[src/rtl/pipe_stage_skid_register.sv]
// ============================================================================
// Module   : pipe_stage_skid_register
// Brief    : Elastic valid/ready pipeline stage with a 2-entry skid buffer,
//            registered in_ready, flush, and optional PIPE_STAGE_PERF_EN counters.
// Revision : 1.0 - initial release
// ============================================================================
`default_nettype none

module pipe_stage_skid_register #(
  parameter int DATA_W = 128,
  parameter int CTRL_W = 8
) (
  input  logic              clk,
  input  logic              reset_n,
  input  logic              flush,
  input  logic              in_valid,
  output logic              in_ready,
  input  logic [CTRL_W-1:0] in_ctrl,
  input  logic [DATA_W-1:0] in_data,
  output logic              out_valid,
  input  logic              out_ready,
  output logic [CTRL_W-1:0] out_ctrl,
  output logic [DATA_W-1:0] out_data,
  output logic [1:0]        occupancy,
  output logic [31:0]       stall_cycles,
  output logic [31:0]       bubble_cycles
);

  // Encoding doubles as the occupancy count.
  typedef enum logic [1:0] {
    ST_EMPTY = 2'd0,
    ST_ONE   = 2'd1,
    ST_FULL  = 2'd2
  } state_t;

  state_t            r_state;
  state_t            w_state_nxt;
  logic [DATA_W-1:0] r_main_data;
  logic [CTRL_W-1:0] r_main_ctrl;
  logic [DATA_W-1:0] r_skid_data;
  logic [CTRL_W-1:0] r_skid_ctrl;
  logic              w_acc;
  logic              w_pop;
  logic              w_load_main_in;
  logic              w_load_main_skid;
  logic              w_load_skid;

  assign in_ready  = (r_state != ST_FULL) & reset_n;
  assign out_valid = (r_state != ST_EMPTY);
  assign out_ctrl  = r_main_ctrl;
  assign out_data  = r_main_data;
  assign occupancy = r_state;

  assign w_acc = in_valid & in_ready;
  assign w_pop = out_valid & out_ready;

  always_comb begin
    w_state_nxt      = r_state;
    w_load_main_in   = 1'b0;
    w_load_main_skid = 1'b0;
    w_load_skid      = 1'b0;
    case (r_state)
      ST_EMPTY: begin
        if (w_acc) begin
          w_state_nxt    = ST_ONE;
          w_load_main_in = 1'b1;
        end
      end
      ST_ONE: begin
        if (w_acc && w_pop) begin
          w_load_main_in = 1'b1;
        end else if (w_acc) begin
          w_state_nxt = ST_FULL;
          w_load_skid = 1'b1;
        end else if (w_pop) begin
          w_state_nxt = ST_EMPTY;
        end
      end
      ST_FULL: begin
        if (w_pop) begin
          w_state_nxt      = ST_ONE;
          w_load_main_skid = 1'b1;
        end
      end
      default: w_state_nxt = ST_EMPTY;
    endcase
    // Flush wins over any handshake; the accepted input is simply dropped.
    if (flush) begin
      w_state_nxt      = ST_EMPTY;
      w_load_main_in   = 1'b0;
      w_load_main_skid = 1'b0;
      w_load_skid      = 1'b0;
    end
  end

  always_ff @(posedge clk) begin
    if (!reset_n) begin
      r_state     <= ST_EMPTY;
      r_main_data <= '0;
      r_main_ctrl <= '0;
      r_skid_data <= '0;
      r_skid_ctrl <= '0;
    end else begin
      r_state <= w_state_nxt;
      if (w_load_main_in) begin
        r_main_data <= in_data;
        r_main_ctrl <= in_ctrl;
      end else if (w_load_main_skid) begin
        r_main_data <= r_skid_data;
        r_main_ctrl <= r_skid_ctrl;
      end else if (w_state_nxt == ST_EMPTY) begin
        // Payload is kept on a bubble; only control is zeroed.
        r_main_ctrl <= '0;
      end
      if (w_load_skid) begin
        r_skid_data <= in_data;
        r_skid_ctrl <= in_ctrl;
      end
    end
  end

`ifdef PIPE_STAGE_PERF_EN
  logic [31:0] r_stall_cycles;
  logic [31:0] r_bubble_cycles;

  always_ff @(posedge clk) begin
    if (!reset_n) begin
      r_stall_cycles  <= '0;
      r_bubble_cycles <= '0;
    end else begin
      if (out_valid && !out_ready && (r_stall_cycles != 32'hFFFF_FFFF))
        r_stall_cycles <= r_stall_cycles + 32'd1;
      if (!out_valid && (r_bubble_cycles != 32'hFFFF_FFFF))
        r_bubble_cycles <= r_bubble_cycles + 32'd1;
    end
  end

  assign stall_cycles  = r_stall_cycles;
  assign bubble_cycles = r_bubble_cycles;
`else
  assign stall_cycles  = 32'd0;
  assign bubble_cycles = 32'd0;
`endif

endmodule

`default_nettype wire

[config.mk]
export PLATFORM = sky130hd
export DESIGN_NAME = pipe_stage_skid_register
export DESIGN_NICKNAME = d
export VERILOG_FILES = /design/src/rtl/pipe_stage_skid_register.sv
export SDC_FILE = /design/constraint.sdc
export NUM_CORES = 1
export LEC_CHECK = 0
export CAP_MARGIN = 40
export CORE_MARGIN = 5
export CORE_UTILIZATION = 45
export CTS_CLUSTER_SIZE = 30
export DETAILED_ROUTE_END_ITERATION = 10
export GPL_ROUTABILITY_DRIVEN = 0
export PLACE_DENSITY = 0.78
export SYNTH_ARGS = -nofsm -noshare
export SYNTH_HDL_FRONTEND = slang
export SYNTH_SLANG_ARGS = --single-unit
[constraint.sdc]
create_clock -name clk -period 2.2 [get_ports clk]
set_clock_uncertainty 0.2 [all_clocks]
set_input_delay 0.22 -clock clk [delete_from_list [all_inputs] [get_ports clk]]
set_output_delay 0.22 -clock clk [all_outputs]
set_load 0.01 [all_outputs]
* After elaboration in Yosys (flattened, before gate mapping)
Index checks and enable logic that the tools add are counted.
Word-level totals: register bits 274, latch bits 0, output and inout bits 204, memories kept 0, RAM bits 0, ROM bits 0, word-level logic and storage cells 39
Cells by class: reductions and logical operators 6, bitwise gates (word level) 3, shift-type cells 0, multiplexer cells 22, $mul 0, order comparisons 0, div/mod/pow operators 0, add/sub/neg operators 0, eq/ne operators 3
Operator list (count):
- $mux 128 | 2
- $mux 8 | 3
- $mux 2 | 6
- $mux 1 | 9
- $pmux 2 s3 | 1
- $logic_not 2->1 | 2
- $reduce_bool 2->1 | 2
- $and 1x1->1 | 3
- $reduce_bool 3->1 | 1
- $eq 2x1->1 const B | 1
- $eq 2x2->1 const B | 1
- $ne 2x2->1 const B | 1
- $pmux 1 s2 | 1
- $logic_and 1x1->1 | 1

* Longest topological paths before layout
Gate-level depths: netlist of the first run.
word-level depth 11, gate-level depth with buffers 8, gate-level depth less buffers 4

* Worst setup path before layout of the first run
No wires, ideal clock.
path type reg2reg, start point reg r_state[1], in the netlist occupancy[1], end point reg r_main_data[56], in the netlist out_data[56], path buffers 3, arrival time 1446 ps, stages on the path, launching flop included 8, required time 1878 ps, slack 432 ps, library setup time 122 ps, cell sequence dfxtp_1 nor2b_4 nor3b_2 buf_4 buf_4 buf_4 a22oi_1 a21boi_2
Between the ends: longest elaborated chain between the ends 8
RTL lines:
- start, declared | line 36 | state_t r_state;
- start signal, assigned | line 104 | r_state <= w_state_nxt;
- $ne 2x2->1 | line 48 | assign in_ready = (r_state != ST_FULL) & reset_n;
- $and 1x1->1 | line 48
- $and 1x1->1 | line 54 | assign w_acc = in_valid & in_ready;
- $logic_and 1x1->1 | line 70 | if (w_acc && w_pop) begin
- $mux 1 | line 70
- $pmux 1 s2 | line 62 | case (r_state)
- $mux 1 | line 88 | if (flush) begin
- $mux 128 / $reduce_bool 2->1 (equally long branches)
- end signal, assigned | line 106 | r_main_data <= in_data;
- end signal, assigned | line 109 | r_main_data <= r_skid_data;
- end, declared | line 38 | logic [DATA_W-1:0] r_main_data;
Several ways; a longest one is shown, not always the timed one. A chain may end at the register's enable or synchronous reset.

* Worst setup path in the final report of the first run
start point reg r_state[1], in the netlist occupancy[1], end point out occupancy[1]
RTL lines:
- end, declared | line 24 | output logic [1:0] occupancy,
No word-level cell between the ends.

==> flow_summary.ini, run 1 <==
[outcome]
status = finished clean

[routing]
postRouteAntennaNets = 0
drt-initial-drc-count = 629
drc = 0
drt-pass1-iter-count = 5
wl_per_cell_um = 16.5
vias = 9828
via_per_inst = 5.15
wl_um = 31500

[power_and_ir_drop]
p_int_w = 0.00876
pwr_density_cell_nw_per_um2 = 704
power.switching_w = 0.00253
power_frac_comb = 0.097
p_seq_frac = 0.454
swShare = 0.224
p_clk_frac = 0.449
leakage_nw = 5.42
ir_drop_v = 0.000450

[flow_run]
maxCapViolCount = 0

[setup_path]
crit_path_max_fanout = 6
setup.worst_path.start_class = register
critPathArrivalTime_ns = 1.66
critPathBufInv = 2
worstPathRequired_ns = 1.78
crit_slowest_cell = clkdlybuf4s50_1
crit_type = register to primary output
critical-path-top-delay-family = buffers and inverters
max_stage_delay_ns = 0.54
critPathCaptureType = primary output
crit_chain = buf_4 > clkdlybuf4s50_1

[synth]
syn-cell-area_um2 = 12200
synthCells = 1303
yosys_warnings = 0
ys_seq_area_frac = 0.451
synth-seq-cells = 274
syn_area_per_cell_um2 = 9.33
synth_cell_types = 28

[clock_tree]
cts_tree = yes
root_buffer = clkbuf_16
cts.path.max_buffers = 3
clkTransAtPathRegs_ns = 0.06
cts.sink_count = 274
htreeDepth = 1
postCtsSetupRepairBufs = 0
clock_latency_ns = 0.55
cts_buffers = 30

[die]
rows = 60
core_um2 = 26800
die_w_um = 174
initial_core_util = 0.453
die_area_um2 = 30400
io_pins = 345
die_y_um = 174

[sta]
rsz0062_at_grt = no
drv_slew = 0
finalSetupViolations = 0
max_clock_freq_ghz = 0.482
hold_viol = 0
slew_headroom = 0.518
min_period_over_period = 0.944
hold_ws_ns = 0.0420
period_minus_slack_ns = 2.08
tightestPinTransition_ns = 0.722

[layout]
antennaDiodeCount = 0
final_area_um2 = 16000
syn_to_final_growth_pct = 32.0
drive_above_1_share = 0.187
finish.utilization = 0.599
fillCellCount = 2230
num-nets-final = 1685

[place]
postPlaceCellArea_um2 = 15000
place_hpwl_um = 20700
io_buffers = 280

[min_path]
min_path_type = input port to register

[global_routing]
antenna_found_initial = 0
grt.overflow.total = 0
grtUsageTotal = 0.195
grt_pass1_vias = 9658
grt_max_degree = 207
grt_pass1_wl_um = 49900
==> area by class of cell <==
type | instances | area (um^2) | area share
multi-input cells | 919 | 5750 | 0.358
flip-flops and latches | 274 | 5490 | 0.342
repair buffers | 318 | 3360 | 0.210
clock buffers | 47 | 885 | 0.0551
well taps | 341 | 427 | 0.0266
clock inverters | 8 | 129 | 0.00803
inverters | 1 | 3.75 | 0.000234
==> what timing repair did <==
action                                 in CTS  in global routing
endpoints found under the hold margin      11                  0
setup endpoints to repair                   2                  1
resized for setup                           5                  1
hold buffers                                1                  0
==> power groups by stage <==
| stage | Combinational, W | Clock, W | Sequential [W] |
|---|---|---|---|
| 6_report | 0.00110 | 0.00506 | 0.00513 |
| 5_1_grt | 0.00117 | 0.00539 | 0.00513 |
| 4_1_cts | 0.00110 | 0.00518 | 0.00513 |
| 3_5_place_dp | 0.00109 | 0 | 0.00523 |
| 3_3_place_gp | 0.00108 | 0 | 0.00523 |
| 2_1_floorplan | 0.000570 | 0 | 0.00526 |
==> cells in the final DEF, fill, tap and decap left out, types with 8 or more instances in the layout <==
cell and count:
buf_12 22, nand2_2 100, a21boi_1 164, dfxtp_1 272, buf_4 14, nand2_1 301
a22oi_1 128, nand2b_1 10, a2bb2oi_1 8, conb_1 64, clkbuf_16 30, a21boi_2 100
a21oi_1 10, clkdlybuf4s50_1 277, nor2_1 11, clkbuf_1 10, o21ai_0 9
==> final timing paths <==
check | from | endpoint | slack, ns | cells after the start
setup / recovery | occupancy[1] | occupancy[1] | 0.12 | 2
hold / removal | in_data[4] | r_skid_data[4] | 0.04 | 3
setup reg to reg | occupancy[1] | out_data[104] | 0.27 | 7
hold reg to reg | r_skid_ctrl[2] | r_skid_ctrl[2] | 0.25 | 2
==> flip-flops by register name, summed over array words and instances, names as in the netlist <==
signal       flops
out_data       128
r_skid_data    128
out_ctrl         8
r_skid_ctrl      8
occupancy        2
==> routing by layer <==
metal / global-route usage / vias to the layer above / share of wire
li1: - / 4780 / -
met1: 0.250 / 4678 / 0.42
met2: 0.329 / 315 / 0.48
met3: 0.0426 / 55 / 0.068
met4: 0.0591 / 0 / 0.026
met5: 0 / - / 0
==> logic make-up after synthesis <==
logic type	after synthesis	synth area share
simple gates	433	0.161
compound gates	421	0.290
flops	274	0.451
mux	1	0.000824
buf+inv	173	0.0965
other cells	1	0.000309
==> stage by stage <==
step	power, W	cells	setup TNS [ns]	setup WS, ns
after detailed placement	0.00633	1852	-0.0202	-0.0202
after CTS	0.0114	1908	0	0.0155
after global placement	0.00632	1851	0	0.0255
after global routing	0.0117	1908	0	0.0794
final	0.0113	1908	0	0.124
after floorplan	0.00583	1366	0	0.432
==> Yosys cell counts <==
library cell	count	area, um^2
nand2_2	100	626
mux2i_1	1	10.0
nor2b_4	1	13.8
a22oi_1	128	961
a21oi_1	10	50.1
and4_1	1	8.76
buf_12	11	220
and4bb_4	1	16.3
a21boi_2	100	1130
nand2b_1	10	62.6
clkbuf_1	57	214
dfxtp_1	274	5490
nand2_1	301	1130
buf_6	3	33.8
buf_4	78	586
nor2b_1	4	25.0
buf_2	23	115
conb_1	1	3.75
nand4_1	1	6.26
inv_1	1	3.75
a2bb2oi_1	8	70.1
a41oi_4	1	27.5
o21ai_0	9	45.0
nor3b_2	2	25.0
or2_2	1	6.26
nor2_1	11	41.3
a21boi_1	164	1230
o22a_1	1	8.76
==> worst min-delay path, stage by stage <==
cell             delay, ns
clkdlybuf4s50_1       0.41
nand2_1               0.06
a21boi_1              0.05
(Power assumes the default switching activity.)
==> run 2, diff against run 1 <==
- GPL_TIMING_DRIVEN: unset -> 0
==> flow_summary.ini, run 2 (synthesis results as in run 1) <==
[outcome]
status = finished clean

[power_and_ir_drop]
p_seq_frac = 0.440
swShare = 0.226
p_clk_frac = 0.456
power.switching_w = 0.00263
fin_total_pwr_w = 0.0116
pwr_density_cell_nw_per_um2 = 697
p_int_w = 0.00900
leakage_nw = 5.90
power_frac_comb = 0.104
ir_drop_v = 0.000450

[global_routing]
grtUsageTotal = 0.212
grt_pass1_vias = 10100
gr-usage-met3 = 0.0511
grt_use_met2 = 0.376
antenna_found_initial = 1
grt_pass1_wl_um = 53800
grt.busiest_layer = met2
grt.overflow.total = 0
grt_max_degree = 15
use_met1 = 0.263

[place]
io_buffers = 279
place_hpwl_um = 24400

[setup_path]
setup.worst_path.start_class = register
crit_path_max_fanout = 10
rrSetupSlack_ns = 0.18
crit_type = register to primary output
r2r-end = out_data[12]
rr_worst_depth = 6
critPathArrivalTime_ns = 1.65
worstPathRequired_ns = 1.78
critPathCaptureType = primary output
r2r_start = occupancy[0]

[layout]
drive_above_1_share = 0.221
finish.utilization = 0.623
syn_to_final_growth_pct = 37.3
final_cell_mix = nand2_1 (301), clkdlybuf4s50_1 (277), dfxtp_1 (272), a21boi_1 (164), a22oi_1 (128)
final_common_cell = nand2_1
num-nets-final = 1818

[routing]
via_per_inst = 5.00
drc = 0
vias = 10200
wl_per_cell_um = 16.5
drt-initial-drc-count = 764
wl_um = 33700
drt-pass1-iter-count = 5
postRouteAntennaNets = 0

[sta]
finalSetupViolations = 0
hold_viol = 0
max_clock_freq_ghz = 0.482
tns_ns = 0
min_period_over_period = 0.942
slew_headroom = 0.430
tightestPinTransition_ns = 0.854
period_minus_slack_ns = 2.07
rsz0062_at_grt = no
drv_slew = 0

[die]
initial_core_util = 0.453
die_area_um2 = 30400
core_um2 = 26800
die_y_um = 174
die_w_um = 174
io_pins = 345
rows = 60

[clock_tree]
root_buffer = clkbuf_16
postCtsSetupRepairBufs = 0
clkTransAtPathRegs_ns = 0.06
cts_buffers = 29
clock_latency_ns = 0.54
cts.sink_count = 274
cts.path.max_buffers = 3
cts_tree = yes
htreeDepth = 1

[min_path]
whs_path_depth = 3
hold-path-endpoint = r_skid_data[91]
worstHoldStart = in_data[91]
min_path_type = input port to register

[flow_run]
maxCapViolCount = 0
run 2: changes by cell type in the layout (fill, tap and decap cells not counted), moves of 3 or more:
cell and change:
buf_2 +21, clkbuf_8 -3, buf_12 -11, clkbuf_1 +48
clkinv_2 +4, bufinv_16 +3, buf_4 +64, buf_6 +3
run 2: stage by stage:
step	cell area, um^2	setup WS [ns]	std cells	hold WS, ns
5_1_grt	16700	0.00950	2041	0.0396
2_1_floorplan	12400	0.432	1366	0.155
3_5_place_dp	15600	-0.346	1986	0.242
3_3_place_gp	15600	-0.262	1986	0.237
4_1_cts	16700	0.0181	2040	0.0216
6_report	16700	0.127	2041	0.0416
run 2: worst max-delay path, stage by stage, from the launching register on:
cell,delay [ns]
dfxtp_2,0.33
buf_6,0.13
nor2b_1,0.13
clkbuf_4,0.22
nor2b_1,0.07
clkdlybuf4s15_2,0.23
run 2: timing repair:
item                                    in CTS  in global routing
hold buffers                                 1                  0
endpoints found under the setup margin       2                  2
gates resized for setup                      8                  5
endpoints found under the hold margin        1                  0
gates cloned                                 0                  0
run 2: worst max path at each step:
stage / startpoint / to / slack [ns] / cells after the start
after floorplan: occupancy[1] / out_data[56] / 0.43 / 7
final: occupancy[0] / in_ready / 0.13 / 5
after global routing: occupancy[1] / out_data[38] / 0.01 / 6
after CTS: occupancy[0] / in_ready / 0.02 / 5
after detailed placement: reset_n / in_ready / -0.35 / 5
after global placement: reset_n / in_ready / -0.26 / 5
run 2: cell type report:
type                    instances  area [um^2]
multi-input cells             919         5730
flip-flops and latches        274         5490
repair buffers                280         2800
clock buffers                  36          792
well taps                     341          427
fillers                      2277        10100
inverters                       1         3.75
plain buffers                 172         1180
clock inverters                17          256
diodes                          1         2.50
run 2: power groups by stage:
stage               registers, W  logic [W]  clock network [W]
floorplan                0.00526   0.000570                  0
global placement         0.00522    0.00119                  0
detailed placement       0.00523    0.00120                  0
CTS                      0.00512    0.00121            0.00541
global route             0.00513    0.00130            0.00560
finish                   0.00512    0.00121            0.00530
run 2: metal layers:
layer | share of wire | wire (um)
met1 | 0.41 | 13800
met2 | 0.50 | 16800
met3 | 0.077 | 2600
met4 | 0.016 | 539
met5 | 0 | 0
==> run 3, diff against run 2 <==
- SKIP_CTS_REPAIR_TIMING: unset -> 1
==> flow_summary.ini, run 3 (synthesis results as in run 1) <==
[sta]
hold_viol = 0
finalSetupViolations = 0
tightestPinTransition_ns = 0.840
period_minus_slack_ns = 2.15
rsz0062_at_grt = no
tns_ns = 0
hold_ws_ns = 0.0402
slew_headroom = 0.440
min_period_over_period = 0.978
finalWorstSetupSlack_ns = 0.0477
max_clock_freq_ghz = 0.465
drv_slew = 0

[place]
io_buffers = 279
place_hpwl_um = 24400
dp_slack_ns = -0.346

[setup_path]
crit_path_max_fanout = 10
critPathArrivalTime_ns = 1.73
crit_slowest_cell = clkbuf_1
worstPathRequired_ns = 1.78
critPathCaptureType = primary output
crit_chain = buf_2 > clkbuf_1 > clkbuf_1 > nor2b_1 > dlymetal6s2s_1
max_stage_delay_ns = 0.57
setup.worst_path.start_class = input port
crit_type = input port to primary output
crit_top_cell = clkbuf_1

[power_and_ir_drop]
ir_drop_v = 0.000451
fin_total_pwr_w = 0.0116
pwr_density_cell_nw_per_um2 = 697
leakage_nw = 5.92

[routing]
via_per_inst = 4.99
postRouteAntennaNets = 0
drt-initial-drc-count = 775
wl_per_cell_um = 16.6
drc = 0
vias = 10200
wl_um = 33800
drt-pass1-iter-count = 5

[global_routing]
antenna_found_initial = 1
grt_max_degree = 15
grt.overflow.total = 0
grtUsageTotal = 0.212
grt_pass1_vias = 10100
grt_pass1_wl_um = 53800

[die]
die_area_um2 = 30400
rows = 60
core_um2 = 26800
io_pins = 345
die_w_um = 174
initial_core_util = 0.453
die_y_um = 174

[outcome]
status = finished clean

[layout]
finish.utilization = 0.623
final_common_cell = nand2_1
num-nets-final = 1818
syn_to_final_growth_pct = 37.3
final_cell_mix = nand2_1 (301), clkdlybuf4s50_1 (277), dfxtp_1 (273), a21boi_1 (164), a22oi_1 (128)
drive_above_1_share = 0.220

[clock_tree]
cts_tree = yes
htreeDepth = 1
root_buffer = clkbuf_16
clock_latency_ns = 0.55
cts_buffers = 29
cts.path.max_buffers = 3
cts.sink_count = 274
clkTransAtPathRegs_ns = 0.06

[min_path]
min_path_type = input port to register

[flow_run]
maxCapViolCount = 0
run 3: cell count changes in the layout (fill, tap and decap cells not counted), sizes merged:
cell           delta
clkbuf            +2
clkdlybuf4s15     -1
buf               -2
dlygate4sd2       -1
dlymetal6s2s      +2
run 3: worst paths after layout:
kind             startpoint               to  slack, ns  cells after the start
min             in_data[91]  r_skid_data[91]       0.04                      3
min reg2reg  r_skid_ctrl[4]   r_skid_ctrl[4]       0.25                      2
max                 reset_n         in_ready       0.05                      5
max reg2reg    occupancy[1]      out_data[3]       0.18                      6
run 3: where the power goes:
part           switching (W)  internal, W
Sequential         0.0000613      0.00506
Clock                0.00205      0.00326
Combinational       0.000531     0.000678
Total                0.00264      0.00900
run 3: layout make-up:
class	count	area (um^2)
Timing Repair Buffer	280	2810
Clock buffer	36	792
Tap cell	341	427
Buffer	172	1180
Fill cell	2280	10100
Inverter	1	3.75
Antenna cell	1	2.50
Multi-Input combinational cell	919	5730
Sequential cell	274	5490
Clock inverter	17	256
run 3: metrics by stage:
stage,cell area [um^2],instances
2_1_floorplan,12400,1366
3_3_place_gp,15600,1986
3_5_place_dp,15600,1986
4_1_cts,16700,2039
5_1_grt,16700,2041
6_report,16700,2041
run 3: per-layer routing:
layer  global-route usage  share of wire
met4               0.0455          0.016
met3               0.0511          0.074
met5                    0              0
met1                0.263           0.41
met2                0.375           0.50
run 3: worst max-delay path: cells and delay by family:
kind,cells,cell delay [ns]
buf+inv,4,1.33
simple gates,1,0.18
